--- config.mk ---
export PLATFORM = sky130hd
export DESIGN_NAME = multicycle_control
export DESIGN_NICKNAME = d
export VERILOG_FILES = /design/src/rtl/multicycle_control.sv
export SDC_FILE = /design/constraint.sdc
export NUM_CORES = 1
export LEC_CHECK = 0
export CORE_UTILIZATION = 39
export DETAILED_ROUTE_END_ITERATION = 7
export PLACE_DENSITY = 0.83
export SKIP_LAST_GASP = 1
export SYNTH_ARGS = -nofsm -noshare
export SYNTH_HDL_FRONTEND = slang
export SYNTH_SLANG_ARGS = --single-unit
export TNS_END_PERCENT = 5
--- constraint.sdc ---
create_clock -name clk -period 2.4 [get_ports clk]
set_input_delay 0.24 -clock clk [delete_from_list [all_inputs] [get_ports clk]]
set_output_delay 0.24 -clock clk [all_outputs]
set_load 0.005 [all_outputs]
--- src/rtl/multicycle_control.sv ---
// Multicycle MIPS controller: sequences fetch/decode/execute/memory/write-back
// and drives every datapath select and write enable for the current step.
module multicycle_control (
    input  logic       clk,
    input  logic       rst_n,
    input  logic [5:0] opcode,
    input  logic [5:0] funct,
    input  logic       zero,
    input  logic       mem_ready,
    output logic       iord,
    output logic       mem_write,
    output logic       ir_write,
    output logic       reg_write,
    output logic       reg_dst,
    output logic       mem_to_reg,
    output logic       alu_src_a,
    output logic [1:0] alu_src_b,
    output logic [2:0] alu_control,
    output logic [1:0] pc_src,
    output logic       pc_en,
    output logic       illegal,
    output logic [3:0] state
);

    typedef enum logic [3:0] {
        S_FETCH   = 4'd0,
        S_DECODE  = 4'd1,
        S_MEMADR  = 4'd2,
        S_MEMRD   = 4'd3,
        S_MEMWB   = 4'd4,
        S_MEMWR   = 4'd5,
        S_EXECUTE = 4'd6,
        S_ALUWB   = 4'd7,
        S_BRANCH  = 4'd8,
        S_ADDIEX  = 4'd9,
        S_ADDIWB  = 4'd10,
        S_JUMP    = 4'd11
    } state_t;

    localparam logic [5:0] OP_RTYPE = 6'b000000;
    localparam logic [5:0] OP_LW    = 6'b100011;
    localparam logic [5:0] OP_SW    = 6'b101011;
    localparam logic [5:0] OP_BEQ   = 6'b000100;
    localparam logic [5:0] OP_ADDI  = 6'b001000;
    localparam logic [5:0] OP_J     = 6'b000010;

    localparam logic [5:0] FN_ADD = 6'b100000;
    localparam logic [5:0] FN_SUB = 6'b100010;
    localparam logic [5:0] FN_AND = 6'b100100;
    localparam logic [5:0] FN_OR  = 6'b100101;
    localparam logic [5:0] FN_SLT = 6'b101010;

    localparam logic [2:0] ALU_ADD = 3'b010;
    localparam logic [2:0] ALU_SUB = 3'b110;
    localparam logic [2:0] ALU_AND = 3'b000;
    localparam logic [2:0] ALU_OR  = 3'b001;
    localparam logic [2:0] ALU_SLT = 3'b111;

    state_t     r_state;
    state_t     w_next;
    logic       w_iord;
    logic       w_mem_write;
    logic       w_ir_write;
    logic       w_reg_write;
    logic       w_reg_dst;
    logic       w_mem_to_reg;
    logic       w_alu_src_a;
    logic [1:0] w_alu_src_b;
    logic [2:0] w_alu_control;
    logic [1:0] w_pc_src;
    logic       w_pc_write;
    logic       w_branch;
    logic       w_illegal;

    always_ff @(posedge clk or negedge rst_n) begin
        if (!rst_n) begin
            r_state <= S_FETCH;
        end else begin
            r_state <= w_next;
        end
    end

    // Next state and per-step datapath controls; unused selects stay at 0
    always_comb begin
        w_next        = r_state;
        w_iord        = 1'b0;
        w_mem_write   = 1'b0;
        w_ir_write    = 1'b0;
        w_reg_write   = 1'b0;
        w_reg_dst     = 1'b0;
        w_mem_to_reg  = 1'b0;
        w_alu_src_a   = 1'b0;
        w_alu_src_b   = 2'b00;
        w_alu_control = 3'b000;
        w_pc_src      = 2'b00;
        w_pc_write    = 1'b0;
        w_branch      = 1'b0;
        w_illegal     = 1'b0;
        case (r_state)
            S_FETCH: begin
                w_alu_src_b   = 2'b01;
                w_alu_control = ALU_ADD;
                if (mem_ready) begin
                    w_ir_write = 1'b1;
                    w_pc_write = 1'b1;
                    w_next     = S_DECODE;
                end
            end
            S_DECODE: begin
                w_alu_src_b   = 2'b11;
                w_alu_control = ALU_ADD;
                case (opcode)
                    OP_LW, OP_SW: w_next = S_MEMADR;
                    OP_RTYPE:     w_next = S_EXECUTE;
                    OP_BEQ:       w_next = S_BRANCH;
                    OP_ADDI:      w_next = S_ADDIEX;
                    OP_J:         w_next = S_JUMP;
                    default: begin
                        w_next    = S_FETCH;
                        w_illegal = 1'b1;
                    end
                endcase
            end
            S_MEMADR: begin
                w_alu_src_a   = 1'b1;
                w_alu_src_b   = 2'b10;
                w_alu_control = ALU_ADD;
                if (opcode == OP_LW) begin
                    w_next = S_MEMRD;
                end else if (opcode == OP_SW) begin
                    w_next = S_MEMWR;
                end else begin
                    w_next = S_FETCH;
                end
            end
            S_MEMRD: begin
                w_iord = 1'b1;
                if (mem_ready) begin
                    w_next = S_MEMWB;
                end
            end
            S_MEMWB: begin
                w_reg_write  = 1'b1;
                w_mem_to_reg = 1'b1;
                w_next       = S_FETCH;
            end
            S_MEMWR: begin
                w_iord      = 1'b1;
                w_mem_write = 1'b1;
                if (mem_ready) begin
                    w_next = S_FETCH;
                end
            end
            S_EXECUTE: begin
                w_alu_src_a = 1'b1;
                case (funct)
                    FN_SUB:  w_alu_control = ALU_SUB;
                    FN_AND:  w_alu_control = ALU_AND;
                    FN_OR:   w_alu_control = ALU_OR;
                    FN_SLT:  w_alu_control = ALU_SLT;
                    FN_ADD:  w_alu_control = ALU_ADD;
                    default: w_alu_control = ALU_ADD;
                endcase
                w_next = S_ALUWB;
            end
            S_ALUWB: begin
                w_reg_write = 1'b1;
                w_reg_dst   = 1'b1;
                w_next      = S_FETCH;
            end
            S_BRANCH: begin
                w_alu_src_a   = 1'b1;
                w_alu_control = ALU_SUB;
                w_branch      = 1'b1;
                w_pc_src      = 2'b01;
                w_next        = S_FETCH;
            end
            S_ADDIEX: begin
                w_alu_src_a   = 1'b1;
                w_alu_src_b   = 2'b10;
                w_alu_control = ALU_ADD;
                w_next        = S_ADDIWB;
            end
            S_ADDIWB: begin
                w_reg_write = 1'b1;
                w_next      = S_FETCH;
            end
            S_JUMP: begin
                w_pc_src   = 2'b10;
                w_pc_write = 1'b1;
                w_next     = S_FETCH;
            end
            default: begin
                w_next = S_FETCH;
            end
        endcase
    end

    // Write enables and illegal are suppressed asynchronously while in reset
    assign ir_write    = w_ir_write  & rst_n;
    assign mem_write   = w_mem_write & rst_n;
    assign reg_write   = w_reg_write & rst_n;
    assign pc_en       = (w_pc_write | (w_branch & zero)) & rst_n;
    assign illegal     = w_illegal   & rst_n;
    assign iord        = w_iord;
    assign reg_dst     = w_reg_dst;
    assign mem_to_reg  = w_mem_to_reg;
    assign alu_src_a   = w_alu_src_a;
    assign alu_src_b   = w_alu_src_b;
    assign alu_control = w_alu_control;
    assign pc_src      = w_pc_src;
    assign state       = r_state;

endmodule

Word level (Yosys, flattened, before mapping)
Cells that the tools add are included. Widths: inputs -> output; s select.

Bits of input ports: 16. Register bits: 4. Output and inout port bits: 20. Word-level logic and storage cells: 64.

Equal/unequal tests: 23. Mux-type cells: 23. Reductions and logical operators: 10. Bitwise gates (word level): 7.

Operators with widths (number): $eq 6x6->1 const B (6); $pmux 4 s7 (1); $pmux 4 s5 (1); $eq 4x3->1 const B (4); $eq 4x4->1 const B (4); $mux 4 (3); $pmux 3 s4 (1); $mux 1 (11); $pmux 3 s3 (1); $eq 4x2->1 const B (2); $reduce_or 4->1 (2); $and 1x1->1 (6); $eq 6x2->1 const B (1); $eq 6x3->1 const B (1); $eq 6x4->1 const B (1); $logic_not 6->1 (1); $mux 3 (2); $ne 2x2->1 const B (3); $pmux 2 s3 (1); $reduce_or 2->1 (3); $reduce_or 6->1 (1); $eq 4x1->1 const B (1); $logic_not 4->1 (1); $pmux 2 s2 (1); other kinds (4) (4).

Logic depth before layout (Yosys ltp)
Depth after elaboration: 5. Depth in mapped cells: 5. Mapped depth without buffers: 4.

Worst setup path after synthesis
Ideal clock, no wire load.

Path kind: register to output. Start point: register r_state[2] (netlist: state[2]). End point: output alu_control[1]. Path slack: 0.868 ns. Data arrival time: 1.292 ns. Required time: 2.160 ns. Path buffers: 1. Cell stages (with the launch flop): 6. Cell sequence: dfrtp_1 -> buf_6 -> nor4bb_4 -> a32oi_1 -> nor2_1 -> or3_1.

Word-level cells in the longest chain between the ends: 3. Elaborated cells on any way between the ends: 8.

RTL lines: from (decl) (line 59) `state_t r_state;`; from (signal assigned) (line 79) `r_state <= w_next;`; $eq 4x2->1 (tied with other cells) (line 99) `case (r_state)`; $reduce_or 4->1 (no line); $pmux 3 s3 * (line 99); to (decl) (line 18) `output logic [2:0] alu_control,`.

Every way passes the cells marked *; elsewhere a longest branch is shown, timed or not.

Worst setup path after layout
Start point: input opcode[5]. End point: output illegal.

Word-level cells in the longest chain between the ends: 5. Elaborated cells on any way between the ends: 10.

RTL lines: from (decl) (line 6) `input logic [5:0] opcode,`; $eq 6x6->1 (tied with other cells) (line 112) `case (opcode)`; $reduce_or 6->1 (no line) *; $mux 1 * (line 112); $mux 1 * (line 99); $and 1x1->1 * (line 204) `assign illegal = w_illegal & rst_n;`; to (decl) (line 21) `output logic illegal,`.

Marks and branches as above.

==> impl_metrics.yaml <==
yosys:
  synth_nets: 104
  ys_ff_latch: 4
  yosys.area.top_type: "dfrtp_1"
  synthCells: 88
  ys_types: 36
  synth_ff_type: "dfrtp_1"
  yosysSeqAreaShare_pct: 16.6
  async_flop_share_pct: 100
  synth_area_um2: 604
  synthTopCellsByCount: "nor2_1, nor3_1, a21oi_1, nand2_1"
  syn_avg_cell_area_um2: 6.87
  yosysMostFrequentCell: "nor2_1"
  ys_top_cells_by_area: "dfrtp_1, nor3_1, nor2_1"
  synth_top_area_share_pct: 16.6
  synth_enable_flop_cells: 0
  yosysWarnings: 0
sta:
  min_period_ps: 2230
  max_slew.worst_pin.slew_ps: 436
  hold_violations: 0
  fmax_mhz: 449
  finClkSkew_ps: 10.2
  drv_slew: 0
  setup_tns_ps: 0
  post-route-period-util_pct: 92.8
  rsz0062_at_grt: "no"
  slew_headroom_pct: 70.5
  finalSetupViolCount: 0
worst_setup_path:
  worstPathArrival_ps: 1990
  reg2reg_depth: 4
  r2r-end: "state[1]$_DFFE_PN0P_"
  ff2ff_setup_slack_ps: 960
  crit_type: "input pin to output port"
  path_max_fanout: 6
  r2r_start: "state[1]$_DFFE_PN0P_"
  start_kind: "input pin"
  critPathRequiredTime_ps: 2160
  cp-end-kind: "output port"
die:
  dieArea_um2: 1710
  core_um2: 1370
  io_pins: 36
  fp.dieW_um: 41.4
  die_h_um: 41.4
  initial_core_util_pct: 44.2
  fp-row-count: 13
global_routing:
  antenna_found_initial: 0
  met2_usage_pct: 44.5
  grt_pass1_wl_um: 3130
  grt_max_degree: 17
  global_route.usage.met3_pct: 5.85
  grtUsageMet1_pct: 36.4
  top_usage_layer: "met2"
  grt_pass1_vias: 695
  track_usage_pct: 28.8
  grt_overflow: 0
routing:
  wl_per_cell_um: 14.7
  dr.pass1.iters: 4
  routed_via_density: 6.01
  wirelength_um: 2070
  route.detailed.drc: 0
  num_vias: 848
  drtIter0Drc: 49
  ant_nets: 0
power_and_ir_drop:
  p_leak_nw: 0.380
  max-vdd-ir-drop_v: 0.000216
  power.density_nw_per_um2: 316
  power.internal_mw: 0.212
  power_frac_comb_pct: 44.6
  clockPowerShare_pct: 27.8
  netSwitchingPower_mw: 0.106
  swShare_pct: 33.2
  sequentialPowerShare_pct: 27.6
clocking:
  cts_buffers: 3
  cts_sinks: 4
  clkLatencyLatePin_ps: 250
  h-tree-depth: 1
  post_cts_buffers: 0
  clk_pin_slew_ps: 40
  clk_path_buf_depth: 2
  cts_root_buffer: "clkbuf_4"
  tritoncts: "done"
layout:
  nets: 144
  diodes: 0
  area_delta_synth_final_pct: 66.3
  drive_gt1_share_pct: 11.1
  largest_reg_flops: 4
  num-fill-cells: 118
  register_area_um2: 104
  multiInputGateArea_um2: 449
  fin_util_pct: 73.5
outcome:
  status: "complete, no violations"
job:
  max_cap_violations: 0
place:
  routabilityCongestion: 0.954
  io_buffers: 35
  dp_hpwl_um: 1570
min_path:
  min_path_type: "input pin to async pin"
[layout by cell type (no fill, tap or decap), drive strengths merged]
cell / count
clkdlybuf4s50: 35
nor2: 9
nor3: 8
o21ai: 7
inv: 6
nand2: 5
a21oi: 5
buf: 5
nand2b: 4
nor3b: 4
dfrtp: 4
and3: 3
nand3: 3
clkbuf: 3
a22oi: 2
or3: 2
xor2: 2
nor4: 2
o41ai: 2
and2: 2
nor2b: 1
nor4bb: 1
a32oi: 1
a31oi: 1
a21boi: 1
o32a: 1
o22ai: 1
nor4b: 1
o221ai: 1
a2bb2oi: 1
xnor2: 1
nand4: 1
a22o: 1
[worst max-delay path, cell delays in order]
cell,delay [ps]
clkdlybuf4s50_1,500
and3_1,260
o21ai_0,170
o41ai_1,100
nor4_1,170
clkdlybuf4s50_1,550
[kinds of logic after synthesis]
logic type	after synthesis	synth area share [%]
AO/OA/AOI/OAI	24	26.1
buffers and inverters	11	9.11
AND/OR/NAND/NOR	46	43.9
flip-flops	4	16.6
XOR/XNOR	3	4.35
[power groups by stage]
stage | Combinational, mW | Sequential [mW] | Clock, mW
after floorplan | 0.0653 | 0.0780 | 0
after global placement | 0.137 | 0.0869 | 0
after detailed placement | 0.139 | 0.0871 | 0
after CTS | 0.140 | 0.0862 | 0.0907
after global routing | 0.155 | 0.0884 | 0.0969
final | 0.142 | 0.0877 | 0.0882
[what timing repair did]
action,CTS,global route
hold buffers,0,0
endpoints found under the setup margin,0,2
resized for setup,0,3
[layout make-up]
cell class,instances,area share (%)
clock buffers,3,2.24
inverters,6,2.24
well taps,15,1.87
multi-input cells,73,44.7
repair buffers,40,38.6
flip-flops and latches,4,10.3
[metrics by stage]
step / power (mW) / cell area [um2] / setup slack [ps] / instances / hold WS, ps
after floorplan: 0.143 / 604 / 868 / 88 / -55.6
final: 0.318 / 1000 / 174 / 141 / 309
after global routing: 0.340 / 1000 / 2.23 / 141 / 320
after CTS: 0.317 / 1000 / 49.5 / 141 / 308
after detailed placement: 0.226 / 978 / 175 / 138 / 561
after global placement: 0.224 / 978 / 190 / 138 / 572
[how the worst max path moves through the flow]
| stage | slack (ps) | cells past startpoint | end | from |
|---|---|---|---|---|
| final | 170 | 6 | illegal | opcode[5] |
| after global placement | 190 | 6 | illegal | opcode[5] |
| after CTS | 50 | 5 | alu_control[1] | state[3]$_DFFE_PN0P_ |
| after detailed placement | 170 | 6 | alu_control[1] | funct[5] |
| after global routing | 2 | 6 | illegal | opcode[5] |
| after floorplan | 870 | 5 | alu_control[1] | state[2]$_DFFE_PN0P_ |
[per-layer routing]
metal,share of wire (%),wire (um)
met1,41,844
met2,48,1000
met3,9.1,189
met4,1.4,29
met5,0,0
(Power assumes the default switching activity.)
